$ cat config.mk
export PLATFORM = sky130hd
export DESIGN_NAME = tt_sweep_harness
export DESIGN_NICKNAME = d
export VERILOG_FILES = /design/src/rtl/tt_sweep_harness.sv
export SDC_FILE = /design/constraint.sdc
export NUM_CORES = 1
export LEC_CHECK = 0
export CORE_UTILIZATION = 42
export DETAILED_ROUTE_END_ITERATION = 8
export PLACE_DENSITY_LB_ADDON = 0.08
export SYNTH_ARGS = -nofsm -noshare
export SYNTH_HDL_FRONTEND = slang
export SYNTH_SLANG_ARGS = --single-unit
$ cat constraint.sdc
create_clock -name clk -period 2 [get_ports clk]
set_clock_uncertainty 0.05 [all_clocks]
set_input_delay 0.4 -clock clk [delete_from_list [all_inputs] [get_ports clk]]
set_output_delay 0.4 -clock clk [all_outputs]
set_load 0.02 [all_outputs]
$ cat src/rtl/tt_sweep_harness.sv
// tt_sweep_harness: exhaustive input sweep driver for small combinational netlists.
// Walks x_drv through every vector 0..2^N_IN-1, holds each for SETTLE_CYCLES,
// captures f_in, streams (vector, response) records over valid/ready and folds
// every response into a MISR signature.
// Optional build macro: TT_SWEEP_GOLDEN_CMP_EN adds a registered 'pass' output
// comparing the final signature against GOLDEN_SIG.
module tt_sweep_harness #(
    parameter int               N_IN          = 3,
    parameter int               N_OUT         = 10,
    parameter int               SETTLE_CYCLES = 1,
    parameter int               SIG_W         = 16,
    parameter logic [SIG_W-1:0] POLY          = 16'h1021,
    parameter logic [SIG_W-1:0] SEED          = 16'h0000
`ifdef TT_SWEEP_GOLDEN_CMP_EN
    ,
    parameter logic [SIG_W-1:0] GOLDEN_SIG    = '0
`endif
) (
    input  logic             clk,
    input  logic             rst_n,
    input  logic             start,
    input  logic             abort,
    output logic [N_IN-1:0]  x_drv,
    input  logic [N_OUT-1:0] f_in,
    output logic             rsp_valid,
    input  logic             rsp_ready,
    output logic [N_IN-1:0]  rsp_vec,
    output logic [N_OUT-1:0] rsp_data,
    output logic             busy,
    output logic             done,
    output logic [SIG_W-1:0] signature
`ifdef TT_SWEEP_GOLDEN_CMP_EN
    ,
    output logic             pass
`endif
);

    // Counter only needs to hold SETTLE_CYCLES-1; keep at least one bit.
    localparam int              CNT_W      = (SETTLE_CYCLES > 1) ? $clog2(SETTLE_CYCLES) : 1;
    localparam logic [CNT_W-1:0] CNT_RELOAD = CNT_W'(SETTLE_CYCLES - 1);
    localparam logic [N_IN-1:0]  X_LAST     = '1;

    typedef enum logic [1:0] {
        ST_IDLE,
        ST_SETTLE,
        ST_EMIT,
        ST_DONE
    } state_t;

    state_t             state_q, state_d;
    logic [N_IN-1:0]    x_q, x_d;
    logic [CNT_W-1:0]   cnt_q, cnt_d;
    logic               vld_q, vld_d;
    logic [N_IN-1:0]    vec_q, vec_d;
    logic [N_OUT-1:0]   data_q, data_d;
    logic [SIG_W-1:0]   sig_q, sig_d;
    logic [SIG_W-1:0]   f_ext;
    logic [SIG_W-1:0]   misr_next;

    // Zero-extend the response to the MISR width, bit by bit.
    genvar gi;
    generate
        for (gi = 0; gi < SIG_W; gi++) begin : g_fext
            if (gi < N_OUT) begin : g_bit
                assign f_ext[gi] = f_in[gi];
            end else begin : g_zero
                assign f_ext[gi] = 1'b0;
            end
        end
    endgenerate

    assign misr_next = {sig_q[SIG_W-2:0], 1'b0}
                     ^ (sig_q[SIG_W-1] ? POLY : '0)
                     ^ f_ext;

`ifdef TT_SWEEP_GOLDEN_CMP_EN
    logic pass_q, pass_d;
`endif

    // Next-state and datapath: abort overrides everything, then per-state action.
    always_comb begin
        state_d = state_q;
        x_d     = x_q;
        cnt_d   = cnt_q;
        vld_d   = vld_q;
        vec_d   = vec_q;
        data_d  = data_q;
        sig_d   = sig_q;
`ifdef TT_SWEEP_GOLDEN_CMP_EN
        pass_d  = pass_q;
`endif
        if (abort) begin
            // Signature deliberately survives an abort for post-mortem reads.
            state_d = ST_IDLE;
            vld_d   = 1'b0;
            x_d     = '0;
`ifdef TT_SWEEP_GOLDEN_CMP_EN
            pass_d  = 1'b0;
`endif
        end else begin
            case (state_q)
                ST_IDLE, ST_DONE: begin
                    if (start) begin
                        x_d     = '0;
                        sig_d   = SEED;
                        cnt_d   = CNT_RELOAD;
                        state_d = ST_SETTLE;
`ifdef TT_SWEEP_GOLDEN_CMP_EN
                        pass_d  = 1'b0;
`endif
                    end
                end
                ST_SETTLE: begin
                    if (cnt_q != '0) begin
                        cnt_d = cnt_q - 1'b1;
                    end else begin
                        // Capture edge: the only place the MISR advances.
                        data_d  = f_in;
                        vec_d   = x_q;
                        vld_d   = 1'b1;
                        sig_d   = misr_next;
                        state_d = ST_EMIT;
                    end
                end
                ST_EMIT: begin
                    if (vld_q && rsp_ready) begin
                        vld_d = 1'b0;
                        if (x_q == X_LAST) begin
                            state_d = ST_DONE;
`ifdef TT_SWEEP_GOLDEN_CMP_EN
                            pass_d  = (sig_d == GOLDEN_SIG);
`endif
                        end else begin
                            x_d     = x_q + 1'b1;
                            cnt_d   = CNT_RELOAD;
                            state_d = ST_SETTLE;
                        end
                    end
                end
                default: begin
                    state_d = ST_IDLE;
                end
            endcase
        end
    end

    // State and datapath registers.
    always_ff @(posedge clk or negedge rst_n) begin
        if (!rst_n) begin
            state_q <= ST_IDLE;
            x_q     <= '0;
            cnt_q   <= '0;
            vld_q   <= 1'b0;
            vec_q   <= '0;
            data_q  <= '0;
            sig_q   <= SEED;
        end else begin
            state_q <= state_d;
            x_q     <= x_d;
            cnt_q   <= cnt_d;
            vld_q   <= vld_d;
            vec_q   <= vec_d;
            data_q  <= data_d;
            sig_q   <= sig_d;
        end
    end

`ifdef TT_SWEEP_GOLDEN_CMP_EN
    // Golden-signature verdict register.
    always_ff @(posedge clk or negedge rst_n) begin
        if (!rst_n) begin
            pass_q <= 1'b0;
        end else begin
            pass_q <= pass_d;
        end
    end

    assign pass = pass_q;
`endif

    assign x_drv     = x_q;
    assign rsp_valid = vld_q;
    assign rsp_vec   = vec_q;
    assign rsp_data  = data_q;
    assign signature = sig_q;
    assign busy      = (state_q == ST_SETTLE) || (state_q == ST_EMIT);
    assign done      = (state_q == ST_DONE);

endmodule

# Word-level counts from Yosys, hierarchy flattened
# Cells that the tools add are included.
[op_classes]
n_addsub = 2
n_mux = 24
n_reduce_logical = 13
bitwise_logic = 4
eq_ne = 12
[ops]
columns = ["cell", "count"]
rows = [
  ["$mux W16", 2],
  ["$pmux W16 S2", 1],
  ["$xor A16 B10 Y16", 1],
  ["$xor A16 B13 Y16", 1],
  ["$mux W13", 1],
  ["$mux W3", 4],
  ["$ne A3 B3 Y1 const B", 4],
  ["$reduce_and A4 Y1", 3],
  ["$mux W2", 5],
  ["$reduce_and A3 Y1", 3],
  ["$ne A2 B2 Y1 const B", 4],
  ["$mux W1", 7],
  ["$pmux W2 S3", 1],
  ["$pmux W3 S2", 1],
  ["$reduce_bool A3 Y1", 2],
  ["$eq A2 B2 Y1 const B", 2],
  ["$add A3 B1 Y3 const B", 1],
  ["$eq A3 B3 Y1 const B", 1],
  ["$pmux W1 S3", 1],
  ["$eq A2 B1 Y1 const B", 1],
  ["$logic_not A2 Y1", 1],
  ["$not A1 Y1", 2],
  ["$pmux W1 S2", 1],
  ["$reduce_bool A2 Y1", 1],
  ["4 further kinds", 4],
]
[totals]
output_inout_bits = 35
input_bits = 15
regBits = 36

# Depth between registers and ports, before layout
# Gate-level depths: netlist of run 1.
[logic_depth]
ltp_word = 5
ltp_mapped = 7

# Least setup slack after synthesis of run 1
# Ideal clock, no wire load.
[synth_path]
path_type = "flip-flop to flip-flop"
from = "reg state_q[0]"
to = "reg sig_q[5], in the netlist signature[5]"
stages_incl_launch_ff = 7
required_ns = 1.825
setup_time_ns = 0.125
setup_slack_ns = 0.179
arrival_time_ns = 1.646
n_path_buf = 1
cell_sequence = "dfrtp_1 > inv_1 > ha_1 > and2b_4 > or3_1 > buf_6 > mux2_2"
[synth_via]
elab_chain_len = 4
word_cells_on_any_way = 9
classes_between = "eq/ne (4); mux (1); reduce/logical (4)"
[synth_lines]
columns = ["element", "line_no", "text"]
rows = [
  ["from (decl)", "50", "state_t state_q, state_d;"],
  ["from (signal assigned)", "158", "state_q <= state_d;"],
  ["$eq A2 B2 Y1 or $logic_not A2 Y1 (tied branches)", "101", "case (state_q)"],
  ["$reduce_or A2 Y1", "101", ""],
  ["$ne A2 B2 Y1 (no line) or $reduce_bool A2 Y1 (tied branches)", "--", ""],
  ["$reduce_and A4 Y1 (no line)", "--", ""],
  ["to (signal assigned)", "164", "sig_q <= sig_d;"],
  ["to (decl)", "56", "logic [SIG_W-1:0] sig_q, sig_d;"],
]
# Parallel ways exist; a longest one is shown, timed or not.
# A chain may end at the register's enable or synchronous reset.

# Final worst setup path of run 1
[layout_path]
from = "reg state_q[0]"
to = "reg sig_q[0], in the netlist signature[0]"
# The elaborated chain is that of the path after synthesis.

==> metrics.md, run 1 <==
| Metric | Value |
|---|---|
| Post-DR vias/cell | ~4.9 |
| Initial core utilization | between 40% and 50% |
| Total negative slack for setup checks | 0 ps |
| Vert. Die Dim | approximately 66 um |
| Worst supply voltage drop on vdd | around 0.47 mV |
| Post-synth EDFFs | 0 |
| Leakage power total | 1.122 nW |
| Ports | 50 |
| Run status | completed |
| Fill count | a little over 300 |
| Share of the yosys chip area belonging to registers | about half |
| Utilization after layout | around 62% |
| Fraction of layout cells with a size suffix above 1 | around 14% |
| Primary flip-flop cell chosen by synthesis mapping | dfrtp_1 |
| Overall die area | 4375 um2 |
| Wire per inst | about 13 um |
| Number of levels in the clock H-tree | 2 |
| Synth cell count leaders | dfrtp_1 (35), inv_1 (20), nand2_1 (18), mux2i_1 (15), mux2_2 (12) |
| Worst-case headroom to the max-slew limit | 49.73% |
| Category of the worst setup path capture point | flip-flop |
| Final antenna-violating net count | 0 |
| Required time of the critical path | about 2100 ps |
| Clock share of power | 19.6% |
| Netlist Area Pre-Place | around 1700 um2 |
| Switching Power | approximately 0.0008 W |
| Post CTS Setup Buffer Count | 0 |
| Routed vias | about 1300 |
| Area growth from synthesis to layout | 36.35% |
| Drt first pass iters | 4 |
| Power Density | a little over 1000 nW/um2 |
| Maximum Capacitance Violations | 0 |
| Largest net degree at the start of global routing | 36 |
| Sequential fraction of design power | 40.7% |
| Wire length of the first global-routing pass | 5561 um |
| Net count after synthesis | 174 |
| Iter 0 DRT Violations | 60 |
| Slew of the pin with the lowest slew margin | 754.1 ps |
| Final Critical Period | 1882 ps |
| CTS tree | done |
| Nets | 229 |
| Gpl congestion | 0.7516 |
| Synth async-reset ratio | 100.0% |
| Proportion of total power due to net switching | 33.13% |
| Final setup violation count | 0 |
| Total global routing track utilization | 17.52% |
| Count of distinct cell types in the synthesized netlist | 28 |
| Post-synthesis cell type with the largest combined area | dfrtp_1 |
| Count of endpoints failing hold in the final timing report | 0 |
| CP Launch Type | flip-flop |
| Largest cells by area after synthesis | dfrtp_1 (51%), mux2i_1 (8.7%), mux2_2 (7.8%) |
| Overall routed net length | 3312 um |
| Hold crit path type | in -> async |
| Site row count | 22 |
| Tcrit/Tclk final | 94.10% |
| Initial antenna violation count | 0 |
| Number of buffers created by CTS | 5 |
| Root cell of the clock tree | clkbuf_8 |
| Maximum fanout count along the critical path | 15 |
| Unrepaired setup endpoints after global routing | no |
| Maximum operating frequency | 531.3 MHz |
| Clock slew at the register clock pins of the worst setup and hold paths | roughly 60 ps |
| Register bit total from synthesis | 35 |
| Mean area per synthesized cell | approximately 11 um2 |
| Vias in the first global route | 1231 |
| Type of the worst setup path | reg -> reg |
| Most numerous cell in the Yosys netlist | dfrtp_1 |
| Diodes inserted | 0 |
| Synth Warn # | 0 |
| Horizontal extent of the die | 66.14 um |
| Hold-fix buffer count after cts | 0 |
| Post-route DRC | 0 |
| Synthesized netlist cell count | 153 |
| Total clock sinks | 35 |
| Total congestion overflow after global routing | 0 |
| HPWL Detailed | 2454 um |
| Part of the power in combinational logic | 39.7% |
| Number of buffer cells added on primary ports | 49 |
| Internal cell power | 0.001604 W |
| Worst-skew pair later-pin latency | 280 ps |
| Max Root-Sink Buffers | 2 |
| Arrival time worst endpoint | 1990 ps |
| Core region area | ~3800 um2 |
| Final max-slew violation count | 0 |
| Fraction of synthesized cell area taken by the top area cell type | 50.69% |
==> cell families after synthesis <==
logic type / synth area share, %
AO/OA/AOI/OAI: 4.997
multiplexers: 16.51
adder cells (fa/ha/maj): 4.345
flip-flops: 50.69
XOR/XNOR: 6.372
buffers and inverters: 7.458
AND/OR/NAND/NOR: 9.631
==> layout make-up <==
type | instances | area, um2 | area share (%)
flip-flops and latches | 35 | 875.8 | 37.17
repair buffers | 55 | 540.5 | 22.94
multi-input cells | 91 | 723.2 | 30.70
inverters | 20 | 75.07 | 3.186
clock inverters | 1 | 5.005 | 0.2124
clock buffers | 7 | 76.32 | 3.240
well taps | 48 | 60.06 | 2.549
==> power groups by stage <==
stage               sequential [W]  clock [W]  combinational, W
detailed placement        0.000988          0          0.000965
floorplan                  0.00117          0          0.000338
CTS                       0.000976   0.000490          0.000964
global placement          0.000981          0          0.000951
global route               0.00100   0.000533           0.00103
finish                    0.000976   0.000470          0.000953
==> worst max-delay path, stage by stage (launching register included) <==
cell	delay, ps
dfrtp_1	400
inv_1	80
ha_1	350
and2b_4	200
or3_1	370
buf_12	190
mux2i_1	120
==> metal layers <==
| layer | wire length [um] | up-vias | track usage (%) |
|---|---|---|---|
| met5 | 0 | - | 0 |
| met4 | 63 | 0 | 8.777 |
| met3 | 128 | 7 | 4.138 |
| met2 | 1645 | 31 | 29.21 |
| met1 | 1474 | 603 | 21.02 |
| li1 | - | 611 | - |
==> cells in the final DEF (no fill, tap or decap), types with 2 or more instances in the layout <==
cell / instances
clkdlybuf4s50_1: 46
dfrtp_1: 35
inv_1: 20
nand2_1: 18
mux2i_1: 15
mux2_2: 12
xor2_1: 10
ha_1: 6
clkbuf_8: 5
buf_4: 5
a21oi_1: 4
o21ai_0: 4
nand2b_1: 3
nor2_1: 2
a211oi_1: 2
o32ai_1: 2
nor2b_1: 2
or3_2: 2
clkbuf_1: 2
==> worst paths after layout <==
kind                       slack (ps)            to        from  cells past startpoint
setup / recovery                  120  signature[0]  state_q[0]                      6
setup reg to reg                  120  signature[0]  state_q[0]                      6
hold reg to reg                   430    rsp_vec[1]  rsp_vec[1]                      2
hold / removal                    130   rsp_data[9]       rst_n                      1
max in group asynchronous        1280  signature[0]       rst_n                      1
min in group clk                  430    rsp_vec[1]  rsp_vec[1]                      2
==> per-stage QoR <==
| step | instance area (um2) | instances | setup slack, ps | hold WS, ps | power [W] |
|---|---|---|---|---|---|
| finish | 2356 | 257 | 118.0 | 128.8 | 0.002399 |
| global route | 2356 | 257 | 4.174 | 191.3 | 0.002562 |
| CTS | 2357 | 257 | 19.71 | 158.1 | 0.002430 |
| detailed placement | 2277 | 249 | 67.91 | 419.9 | 0.001953 |
| global placement | 2277 | 249 | 91.39 | 413.9 | 0.001933 |
| floorplan | 1728 | 153 | 178.8 | 54.41 | 0.001507 |
==> timing repair <==
item                       in CTS  in global routing
gates resized for setup         1                  3
pin swaps                       0                  0
setup endpoints to repair       1                  2
==> registers in the layout, indices dropped and copies added (netlist names) <==
name,flops
signature,16
rsp_data,10
rsp_vec,3
x_drv,3
state_q,2
rsp_valid,1
Power figures use the tool's default switching activity.
==> inputs of run 2 (changes only) <==
--- a/config.mk
+++ b/config.mk
@@ -5,7 +5,7 @@
 export SDC_FILE = /design/constraint.sdc
 export NUM_CORES = 1
 export LEC_CHECK = 0
-export CORE_UTILIZATION = 42
+export CORE_UTILIZATION = 45
 export DETAILED_ROUTE_END_ITERATION = 8
 export PLACE_DENSITY_LB_ADDON = 0.08
 export SYNTH_ARGS = -nofsm -noshare
==> metrics.md, run 2 (synthesized netlist as in run 1, its figures left out) <==
| Metric | Value |
|---|---|
| Post-route DRC | 0 (unchanged) |
| Slew of the pin with the lowest slew margin | 758.3 ps (was 754.1 ps) |
| Largest net degree at the start of global routing | 36 (unchanged) |
| Area growth from synthesis to layout | 36.42% (was 36.35%) |
| Total clock sinks | 35 (unchanged) |
| Arrival time worst endpoint | 1460 ps (was 1990 ps) |
| Initial core utilization | 47.20% (was 45.49%) |
| Power Density | 1018 nW/um2 (about the same) |
| Critical path cell sequence | ha_1, clkdlybuf4s50_1 (was inv_1, ha_1, and2b_4, or3_1, buf_12, mux2i_1) |
| Maximum fanout count along the critical path | 5 (was 15) |
| Number of levels in the clock H-tree | 2 (unchanged) |
| Max Root-Sink Buffers | 2 (unchanged) |
| Run status | completed (unchanged) |
| Routed vias | 1247 (was 1252) |
| Drt first pass iters | 4 (unchanged) |
| Final Non-Filler Cells | 258 (was 257) |
| Reg2Reg Setup Slack | 140 ps (was 120 ps) |
| Final antenna-violating net count | 0 (unchanged) |
| Number of buffer cells added on primary ports | 49 (unchanged) |
| Commonest non-fill, non-tap cell in the layout | clkdlybuf4s50_1 (unchanged) |
| Worst R2R Start | state_q[0] (unchanged) |
| Overall die area | 4092 um2 (was 4375 um2) |
| Final Critical Period | 1910 ps (was 1882 ps) |
| Number of buffers created by CTS | 5 (unchanged) |
| Tcrit/Tclk final | 95.51% (was 94.10%) |
| Worst setup timing slack at the placement stage | 27.23 ps (was 67.91 ps) |
| Initial antenna violation count | 0 (unchanged) |
| Ports | 50 (unchanged) |
| Category of the worst setup path capture point | output port (was flip-flop) |
| Worst supply voltage drop on vdd | 0.4795 mV (was 0.4669 mV) |
| Total congestion overflow after global routing | 0 (unchanged) |
| Timing endpoint of the critical path | done (was signature[0]) |
| Vias in the first global route | 1263 (was 1231) |
| Gate family responsible for the most delay along the worst path | buffers and inverters (was simple AND/OR/NAND/NOR gates) |
| Worst-case setup margin in the final layout | 89.90 ps (was 118.0 ps) |
| Max FFs per register | 16 (unchanged) |
| Count of endpoints failing hold in the final timing report | 0 (unchanged) |
| Horizontal extent of the die | 63.97 um (was 66.14 um) |
| Wire length of the first global-routing pass | 5796 um (was 5561 um) |
| Critical path's largest stage delay | 600 ps (was 400 ps) |
| Count of placed standard cells including taps | 250 (was 249) |
| Clock slew at the register clock pins of the worst setup and hold paths | 70 ps (was 60 ps) |
| Iter 0 DRT Violations | 40 (was 60) |
| CTS tree | done (unchanged) |
| Fill count | 310 (was 305) |
| Fraction of layout cells with a size suffix above 1 | 13.81% (was 13.88%) |
| Gpl congestion | 0.7739 (was 0.7516) |
| Final Power | 0.002400 W (was 0.002399 W) |
| Hold crit path type | in -> async (unchanged) |
| Maximum operating frequency | 523.5 MHz (was 531.3 MHz) |
| Type of the worst setup path | reg -> out (was reg -> reg) |
| Utilization after layout | 64.39% (was 62.02%) |
| Overall routed net length | 3274 um (was 3312 um) |
| Wire per inst | 12.69 um (was 12.89 um) |
| CP Launch Type | flip-flop (unchanged) |
| Leakage power total | 1.104 nW (was 1.122 nW) |
| HPWL Detailed | 2441 um (was 2454 um) |
| Total global routing track utilization | 18.41% (was 17.52%) |
| Area taken by flip-flops and latches | 875.8 um2 (unchanged) |
| Unrepaired setup endpoints after global routing | no (unchanged) |
| Post-DR vias/cell | 4.833 (was 4.872) |
| Area used by multi-input combinational logic | 723.2 um2 (unchanged) |
| Required time of the critical path | 1550 ps (was 2110 ps) |
| Worst-case headroom to the max-slew limit | 49.45% (was 49.73%) |
| Root cell of the clock tree | clkbuf_8 (unchanged) |
| Crit. Startpoint | state_q[1] (was state_q[0]) |
| Diodes inserted | 0 (unchanged) |
| Vert. Die Dim | 63.97 um (was 66.14 um) |
| Site row count | 22 (unchanged) |
| Maximum Capacitance Violations | 0 (unchanged) |
| Core region area | 3661 um2 (was 3799 um2) |
| Nets | 230 (was 229) |
| Cell type of the slowest stage on the worst timing path | clkdlybuf4s50_1 (was dfrtp_1) |
| Count of cells along the worst register-to-register path | 6 (unchanged) |
| Number of buffers and inverters on the critical path | 1 (was 2) |
| Most frequent cells in the layout | clkdlybuf4s50_1 (47), dfrtp_1 (35), inv_1 (20) (was clkdlybuf4s50_1 (46), dfrtp_1 (35), inv_1 (20)) |
| Final max-slew violation count | 0 (unchanged) |
| Total negative slack for setup checks | 0 ps (unchanged) |
| Endpoint of the most critical register-to-register path | signature[2] (was signature[0]) |
| CP Depth | 2 (was 6) |
| Worst-skew pair later-pin latency | 280 ps (about the same) |
| Final setup violation count | 0 (unchanged) |
run 2: cell count changes in the layout (fill, tap and decap cells not counted), sizes merged:
cell           before  now
clkdlybuf4s15       0    1
dlymetal6s2s        1    0
clkbuf              8    7
clkdlybuf4s50      46   47
buf                 7    8
run 2: final cells by class:
cell class / count / share of cell area [%]
flip-flops and latches: 35 / 37.16
multi-input cells: 91 / 30.68
repair buffers: 56 / 22.98
clock buffers: 7 / 3.238
inverters: 20 / 3.185
well taps: 48 / 2.548
clock inverters: 1 / 0.2123
run 2: timing repair:
item | CTS | global route
setup endpoints to repair | 1 | 3
hold buffers | 0 | 0
resized for setup | 1 | 2
setup buffers | 0 | 0
pin swaps | 0 | 0
run 2: worst min-delay path by stage:
stage	slack, ps	end	from
finish	140	rsp_data[6]	rst_n
global route	210	signature[11]	rst_n
floorplan	50	rsp_data[0]	rst_n
CTS	160	signature[7]	rst_n
detailed placement	440	rsp_vec[2]	rsp_vec[2]
global placement	420	rsp_vec[2]	rsp_vec[2]
run 2: stage by stage:
stage / hold slack [ps] / cell area (um2)
2_1_floorplan: 54.41 / 1728
3_3_place_gp: 415.2 / 2272
3_5_place_dp: 440.6 / 2272
4_1_cts: 160.8 / 2352
5_1_grt: 206.8 / 2357
6_report: 143.3 / 2357
run 2: report_power, final:
group | internal, W | switching, W
Clock | 0.000244 | 0.000233
Sequential | 0.000866 | 0.000109
Combinational | 0.000498 | 0.000451
Total | 0.00161 | 0.000792
run 2: layer usage:
metal / vias to the layer above / share of wire (%) / global-route usage [%]
met5: - / 0 / 0
met4: 0 / 1.3 / 7.386
met3: 4 / 5.3 / 5.000
met2: 36 / 48 / 29.26
met1: 595 / 45 / 23.72
li1: 612 / - / -
